===== src/rtl/pipe_hazard_ctrl_pkg.sv =====
// Shared types for the pipeline hazard controller: FSM state, forward-select codes
// and the register-match helper used by both hazard detection and forwarding.
package pipe_ctrl_pkg;

  localparam int REG_AW = 5;

  typedef enum logic {
    RUN     = 1'b0,
    DM_WAIT = 1'b1
  } state_t;

  localparam logic [1:0] FWD_RF = 2'b00;
  localparam logic [1:0] FWD_WB = 2'b01;
  localparam logic [1:0] FWD_DM = 2'b10;

  // A producer hits a consumer only when it writes a real register ($0 never counts).
  function automatic logic reg_hit(
    input logic [REG_AW-1:0] rd,
    input logic              we,
    input logic [REG_AW-1:0] src,
    input logic              used
  );
    return used && we && (rd != '0) && (rd == src);
  endfunction

endpackage


===== src/rtl/pipe_hazard_ctrl_fwd_unit.sv =====
// Combinational EX operand source select; EX/DM ALU results win over DM/WB.
// Loads in DM are not forwarded from EX/DM since their data is not ready yet.
module fwd_unit
  import pipe_ctrl_pkg::*;
#(
  parameter bit EN = 1'b1
) (
  input  logic [REG_AW-1:0] ex_src,
  input  logic [REG_AW-1:0] dm_rd,
  input  logic              dm_w_enable,
  input  logic              dm_is_load,
  input  logic [REG_AW-1:0] wb_rd,
  input  logic              wb_w_enable,
  output logic [1:0]        sel
);

  always_comb begin
    sel = FWD_RF;
    if (reg_hit(dm_rd, dm_w_enable && !dm_is_load, ex_src, 1'b1)) begin
      sel = FWD_DM;
    end else if (reg_hit(wb_rd, wb_w_enable, ex_src, 1'b1)) begin
      sel = FWD_WB;
    end
    if (!EN) begin
      sel = FWD_RF;
    end
  end

endmodule


===== src/rtl/pipe_hazard_ctrl.sv =====
// Pipeline hazard controller: DM wait freeze, load-use stall, branch flush, forwarding.
// Define HAZ_FWD_EN to enable forwarding; otherwise every RAW hazard stalls ID.
module pipe_hazard_ctrl
  import pipe_ctrl_pkg::*;
#(
  parameter int DM_TIMEOUT = 16,
  parameter int CNT_W      = 16
) (
  input  logic              clk,
  input  logic              rst_n,
  input  logic [REG_AW-1:0] id_rs,
  input  logic [REG_AW-1:0] id_rt,
  input  logic              id_uses_rs,
  input  logic              id_uses_rt,
  input  logic [REG_AW-1:0] ex_rs,
  input  logic [REG_AW-1:0] ex_rt,
  input  logic [REG_AW-1:0] ex_rd,
  input  logic              ex_w_enable,
  input  logic              ex_is_load,
  input  logic [REG_AW-1:0] dm_rd,
  input  logic              dm_w_enable,
  input  logic              dm_is_load,
  input  logic [REG_AW-1:0] wb_rd,
  input  logic              wb_w_enable,
  input  logic              dm_req,
  input  logic              dm_ready,
  input  logic              branch_taken,
  output logic              pc_stall,
  output logic              if_id_stall,
  output logic              id_ex_stall,
  output logic              ex_dm_stall,
  output logic              if_id_flush,
  output logic              id_ex_bubble,
  output logic              dm_wb_bubble,
  output logic [1:0]        fwd_a_sel,
  output logic [1:0]        fwd_b_sel,
  output logic              dm_err,
  output logic [CNT_W-1:0]  stall_cnt
);

`ifdef HAZ_FWD_EN
  localparam bit FWD_EN = 1'b1;
`else
  localparam bit FWD_EN = 1'b0;
`endif

  localparam int WAIT_W = $clog2(DM_TIMEOUT + 1);

  state_t            state_q, state_d;
  logic [WAIT_W-1:0] wait_q, wait_d;
  logic              dm_err_q, dm_err_d;
  logic [CNT_W-1:0]  stall_cnt_q, stall_cnt_d;

  logic [REG_AW-1:0] prod_rd [3];
  logic [2:0]        prod_we;
  logic [2:0]        prod_hit;
  logic              load_use;
  logic              id_hazard;
  logic [1:0]        fwd_a_raw, fwd_b_raw;

  assign prod_rd[0] = ex_rd;
  assign prod_rd[1] = dm_rd;
  assign prod_rd[2] = wb_rd;
  assign prod_we    = {wb_w_enable, dm_w_enable, ex_w_enable};

  generate
    for (genvar gi = 0; gi < 3; gi++) begin : g_prod
      assign prod_hit[gi] = reg_hit(prod_rd[gi], prod_we[gi], id_rs, id_uses_rs) ||
                            reg_hit(prod_rd[gi], prod_we[gi], id_rt, id_uses_rt);
    end
  endgenerate

  // With forwarding only a load in EX is too late; without it any pending write stalls.
  assign load_use  = ex_is_load && prod_hit[0];
  assign id_hazard = FWD_EN ? load_use : (|prod_hit);

  fwd_unit #(.EN(FWD_EN)) u_fwd_a (
    .ex_src      (ex_rs),
    .dm_rd       (dm_rd),
    .dm_w_enable (dm_w_enable),
    .dm_is_load  (dm_is_load),
    .wb_rd       (wb_rd),
    .wb_w_enable (wb_w_enable),
    .sel         (fwd_a_raw)
  );

  fwd_unit #(.EN(FWD_EN)) u_fwd_b (
    .ex_src      (ex_rt),
    .dm_rd       (dm_rd),
    .dm_w_enable (dm_w_enable),
    .dm_is_load  (dm_is_load),
    .wb_rd       (wb_rd),
    .wb_w_enable (wb_w_enable),
    .sel         (fwd_b_raw)
  );

  always_comb begin
    pc_stall     = 1'b0;
    if_id_stall  = 1'b0;
    id_ex_stall  = 1'b0;
    ex_dm_stall  = 1'b0;
    if_id_flush  = 1'b0;
    id_ex_bubble = 1'b0;
    dm_wb_bubble = 1'b0;
    fwd_a_sel    = FWD_RF;
    fwd_b_sel    = FWD_RF;
    if (rst_n) begin
      fwd_a_sel = fwd_a_raw;
      fwd_b_sel = fwd_b_raw;
      // The memory freeze holds EX, so a pending branch is simply seen again after it.
      if (state_q == DM_WAIT) begin
        pc_stall     = 1'b1;
        if_id_stall  = 1'b1;
        id_ex_stall  = 1'b1;
        ex_dm_stall  = 1'b1;
        dm_wb_bubble = 1'b1;
      end else if (branch_taken) begin
        if_id_flush  = 1'b1;
        id_ex_bubble = 1'b1;
      end else if (id_hazard) begin
        pc_stall     = 1'b1;
        if_id_stall  = 1'b1;
        id_ex_bubble = 1'b1;
      end
    end
  end

  always_comb begin
    state_d     = state_q;
    wait_d      = wait_q;
    dm_err_d    = dm_err_q;
    stall_cnt_d = stall_cnt_q;
    case (state_q)
      RUN: begin
        if (dm_req && !dm_ready) begin
          state_d = DM_WAIT;
          wait_d  = '0;
        end
      end
      DM_WAIT: begin
        if (dm_ready) begin
          state_d = RUN;
        end else if (wait_q == WAIT_W'(DM_TIMEOUT - 1)) begin
          state_d  = RUN;
          dm_err_d = 1'b1;
        end else begin
          wait_d = wait_q + {{(WAIT_W-1){1'b0}}, 1'b1};
        end
      end
      default: state_d = RUN;
    endcase
    if (pc_stall && (stall_cnt_q != '1)) begin
      stall_cnt_d = stall_cnt_q + {{(CNT_W-1){1'b0}}, 1'b1};
    end
  end

  always_ff @(posedge clk or negedge rst_n) begin
    if (!rst_n) begin
      state_q     <= RUN;
      wait_q      <= '0;
      dm_err_q    <= 1'b0;
      stall_cnt_q <= '0;
    end else begin
      state_q     <= state_d;
      wait_q      <= wait_d;
      dm_err_q    <= dm_err_d;
      stall_cnt_q <= stall_cnt_d;
    end
  end

  assign dm_err    = dm_err_q;
  assign stall_cnt = stall_cnt_q;

endmodule

===== config.mk =====
export PLATFORM = sky130hd
export DESIGN_NAME = pipe_hazard_ctrl
export DESIGN_NICKNAME = d
export VERILOG_FILES = /design/src/rtl/pipe_hazard_ctrl_pkg.sv /design/src/rtl/pipe_hazard_ctrl_fwd_unit.sv /design/src/rtl/pipe_hazard_ctrl.sv
export SDC_FILE = /design/constraint.sdc
export NUM_CORES = 1
export LEC_CHECK = 0
export BUFFER_PORTS_ARGS = -buffer_cell sky130_fd_sc_hd__buf_2
export CAP_MARGIN = 15
export CORE_UTILIZATION = 49
export CTS_BUF_LIST = sky130_fd_sc_hd__clkbuf_4 sky130_fd_sc_hd__clkbuf_8
export DETAILED_ROUTE_END_ITERATION = 8
export PLACE_DENSITY = 0.89
export SYNTH_ARGS = -nofsm -noshare
export SYNTH_HDL_FRONTEND = slang
export SYNTH_SLANG_ARGS = --single-unit

===== constraint.sdc =====
create_clock -name clk -period 2.23 [get_ports clk]
set_input_delay 0.3345 -clock clk [delete_from_list [all_inputs] [get_ports clk]]
set_output_delay 0.3345 -clock clk [all_outputs]
set_load 0.02 [all_outputs]

==> results.json <==
{
  "crit_fanout": 9,
  "ys_seq_area_share_pct": 34.5,
  "drc": 0,
  "min_period_ns": 2.16,
  "synthesis.area_sq_um": 1670,
  "drive_above_1_share_pct": 33.2,
  "grt_pass1_vias": 1377,
  "synth_edf_count": 0,
  "ys_warn_count": 0,
  "crit_arrival_ns": 1.83,
  "track_usage_pct": 21.6,
  "io_pins": 75,
  "h-tree-depth": 1,
  "via_per_inst": 5.37,
  "grt_max_degree": 22,
  "synth_seq_cells": 23,
  "syn_area_per_cell_sq_um": 9.60,
  "swShare_pct": 35.6,
  "grt_pass1_wl_microns": 5910,
  "final_common_cell": "buf_2",
  "p_int_uw": 702,
  "p_per_area_nw_per_um2": 536,
  "p_switching_uw": 387,
  "fin_area_sq_um": 2030,
  "skew_ns": 0.00438,
  "clock_path_buffers": 2,
  "globalRouteOverflowTotal": 0,
  "start_util_pct": 53.0,
  "setup_viol": 0,
  "vdd_ir_drop_max_mv": 0.490,
  "netlist_instances": 174,
  "p_seq_share_pct": 49.9,
  "hold_ws_ns": 0.250,
  "syn2layout_area_growth_pct": 21.6,
  "setup_ws_ns": 0.0686,
  "nFillCells": 270,
  "gp_congestion": 0.807,
  "rsz0062_at_grt": "no",
  "worst_setup_path_end_kind": "output port",
  "yosysTopAreaCell": "dfrtp_1",
  "layout.cells.non_filler": 279,
  "ys_types": 38,
  "drt_pass1_iterations": 4,
  "rows": 20,
  "antenna_found_initial": 0,
  "cts_num_sinks": 23,
  "p_total_uw": 1090,
  "layout_common_cells": "58 x buf_2, 32 x xnor2_1, 22 x dfrtp_1",
  "outcome": "finished, final reports clean",
  "placed_cell_area_sq_um": 1990,
  "yosys.area.top_type_share_pct": 34.5,
  "coreArea_sq_um": 3150,
  "vias": 1498,
  "p_leak_uw": 0.000973,
  "n_antenna_cell": 0,
  "hold_violations": 0,
  "ant_nets": 0,
  "hpwl_microns": 2900,
  "slew_violations": 0,
  "wire_per_inst_microns": 13.2,
  "wl_microns": 3690,
  "worstPathRequired_ns": 1.90,
  "power_frac_comb_pct": 32.1,
  "min_period_over_period_pct": 96.9,
  "synth_area_leaders": "dfrtp_1 34%, xnor2_1 17%, xor2_1 5.8%",
  "fmax_ghz": 0.463,
  "post-place-cells": 273,
  "power_frac_clock_pct": 18.0,
  "clk_pin_slew_worst_paths_ns": 0.13,
  "crit_type": "in -> out",
  "nNetsFinal": 286,
  "post-place-ws_ns": -0.0497,
  "ys.flop_type": "dfrtp_1",
  "die_h_microns": 60.4,
  "drt-initial-drc-count": 93,
  "portBuffers": 58,
  "root_buffer": "clkbuf_4",
  "dieWidth_microns": 60.4,
  "cts_tree": "built",
  "start_kind": "primary input",
  "clkLatencyLatePin_ns": 0.32,
  "cts_buffers": 3,
  "maxCapViolCount": 0,
  "die-area_sq_um": 3650,
  "hold_class": "in -> reg",
  "async_reset_ff_share_pct": 100
}
## metal layers
metal	global-route usage, %	wire length [microns]	part of all wire (%)
met1	26.4	1590	43
met2	38.5	1850	50
met3	2.99	197	5.3
met4	8.31	60	1.6
met5	0	0	0
## worst max-delay path, stage by stage
cell and delay (ns):
buf_2 0.13, or4_1 0.51, o211ai_1 0.29, a41o_4 0.35
inv_1 0.06, buf_2 0.15
## synth_stat cells (2+ instances only)
master and count:
nand3_1 3, o211ai_1 3, and3_1 2, nor2_1 5
a22o_1 5, dfrtp_1 23, o21bai_1 2, o21ai_0 3
nand4_1 9, ha_1 3, nor4_1 3, mux2_1 2
buf_4 8, xnor2_1 32, nand2b_1 3, o22ai_1 3
or4_1 3, nor3_1 8, nand2_1 18, xor2_1 11
clkbuf_1 2, a21oi_1 2, inv_1 6
## state kept, by name (all words and copies together), names as in the netlist
register and count:
wait_q 5, state_q 1, dm_err 1, stall_cnt 16
## stage by stage
stage	utilization [%]	TNS (ns)
floorplan	-	0
CTS	64.2	0
finish	64.4	0
detailed placement	63.0	-0.102
global route	64.4	0
global placement	63.0	-0.00336
## what timing repair did
item                                    CTS  global route
endpoints found under the hold margin     2             0
endpoints found under the setup margin    0             1
resized for setup                         0             1
buffers inserted                          0             1
hold buffers                              1             0
## cell type report
class                           instances  area (sq um)  area share [%]
Clock buffer                            3          22.5            1.11
Clock inverter                          1          5.00           0.246
Inverter                                6          22.5            1.11
Multi-Input combinational cell        137          1000            49.4
Sequential cell                        23           577            28.4
Tap cell                               44          55.1            2.71
Timing Repair Buffer                   65           345            17.0
## kinds of logic (layout without fill, tap and decap cells)
logic type / after synthesis / count (layout) / share of synthesized area [%]
and+or+nand+nor: 61 / 61 / 21.3
buffers and inverters: 17 / 75 / 6.07
other: 1 / 4 / 0.225
DFF: 23 / 23 / 34.5
xor gates and xnor gates: 43 / 43 / 22.5
muxes: 4 / 4 / 2.92
adders and majority gates: 3 / 3 / 2.25
AOI/OAI and AO/OA: 22 / 22 / 10.2
## final timing paths
path,from,to,slack (ns),cells past startpoint
worst max-delay path,dm_rd[0],if_id_stall,0.07,6
worst min-delay path,dm_ready,dm_err,0.25,2
worst max register to register,stall_cnt[6],stall_cnt[15],0.20,8
worst min register to register,dm_err,dm_err,0.50,1
max in group asynchronous,rst_n,stall_cnt[5],1.40,3
min in group asynchronous,rst_n,wait_q[1],0.35,2
## power by group through the flow
stage          combinational (uW)  sequential [uW]  clock (uW)
2_1_floorplan                 186              581           0
3_3_place_gp                  340              547           0
3_5_place_dp                  353              548           0
4_1_cts                       353              543         200
5_1_grt                       384              553         215
6_report                      350              543         197
Note: power is estimated with default switching activity, not from simulation.
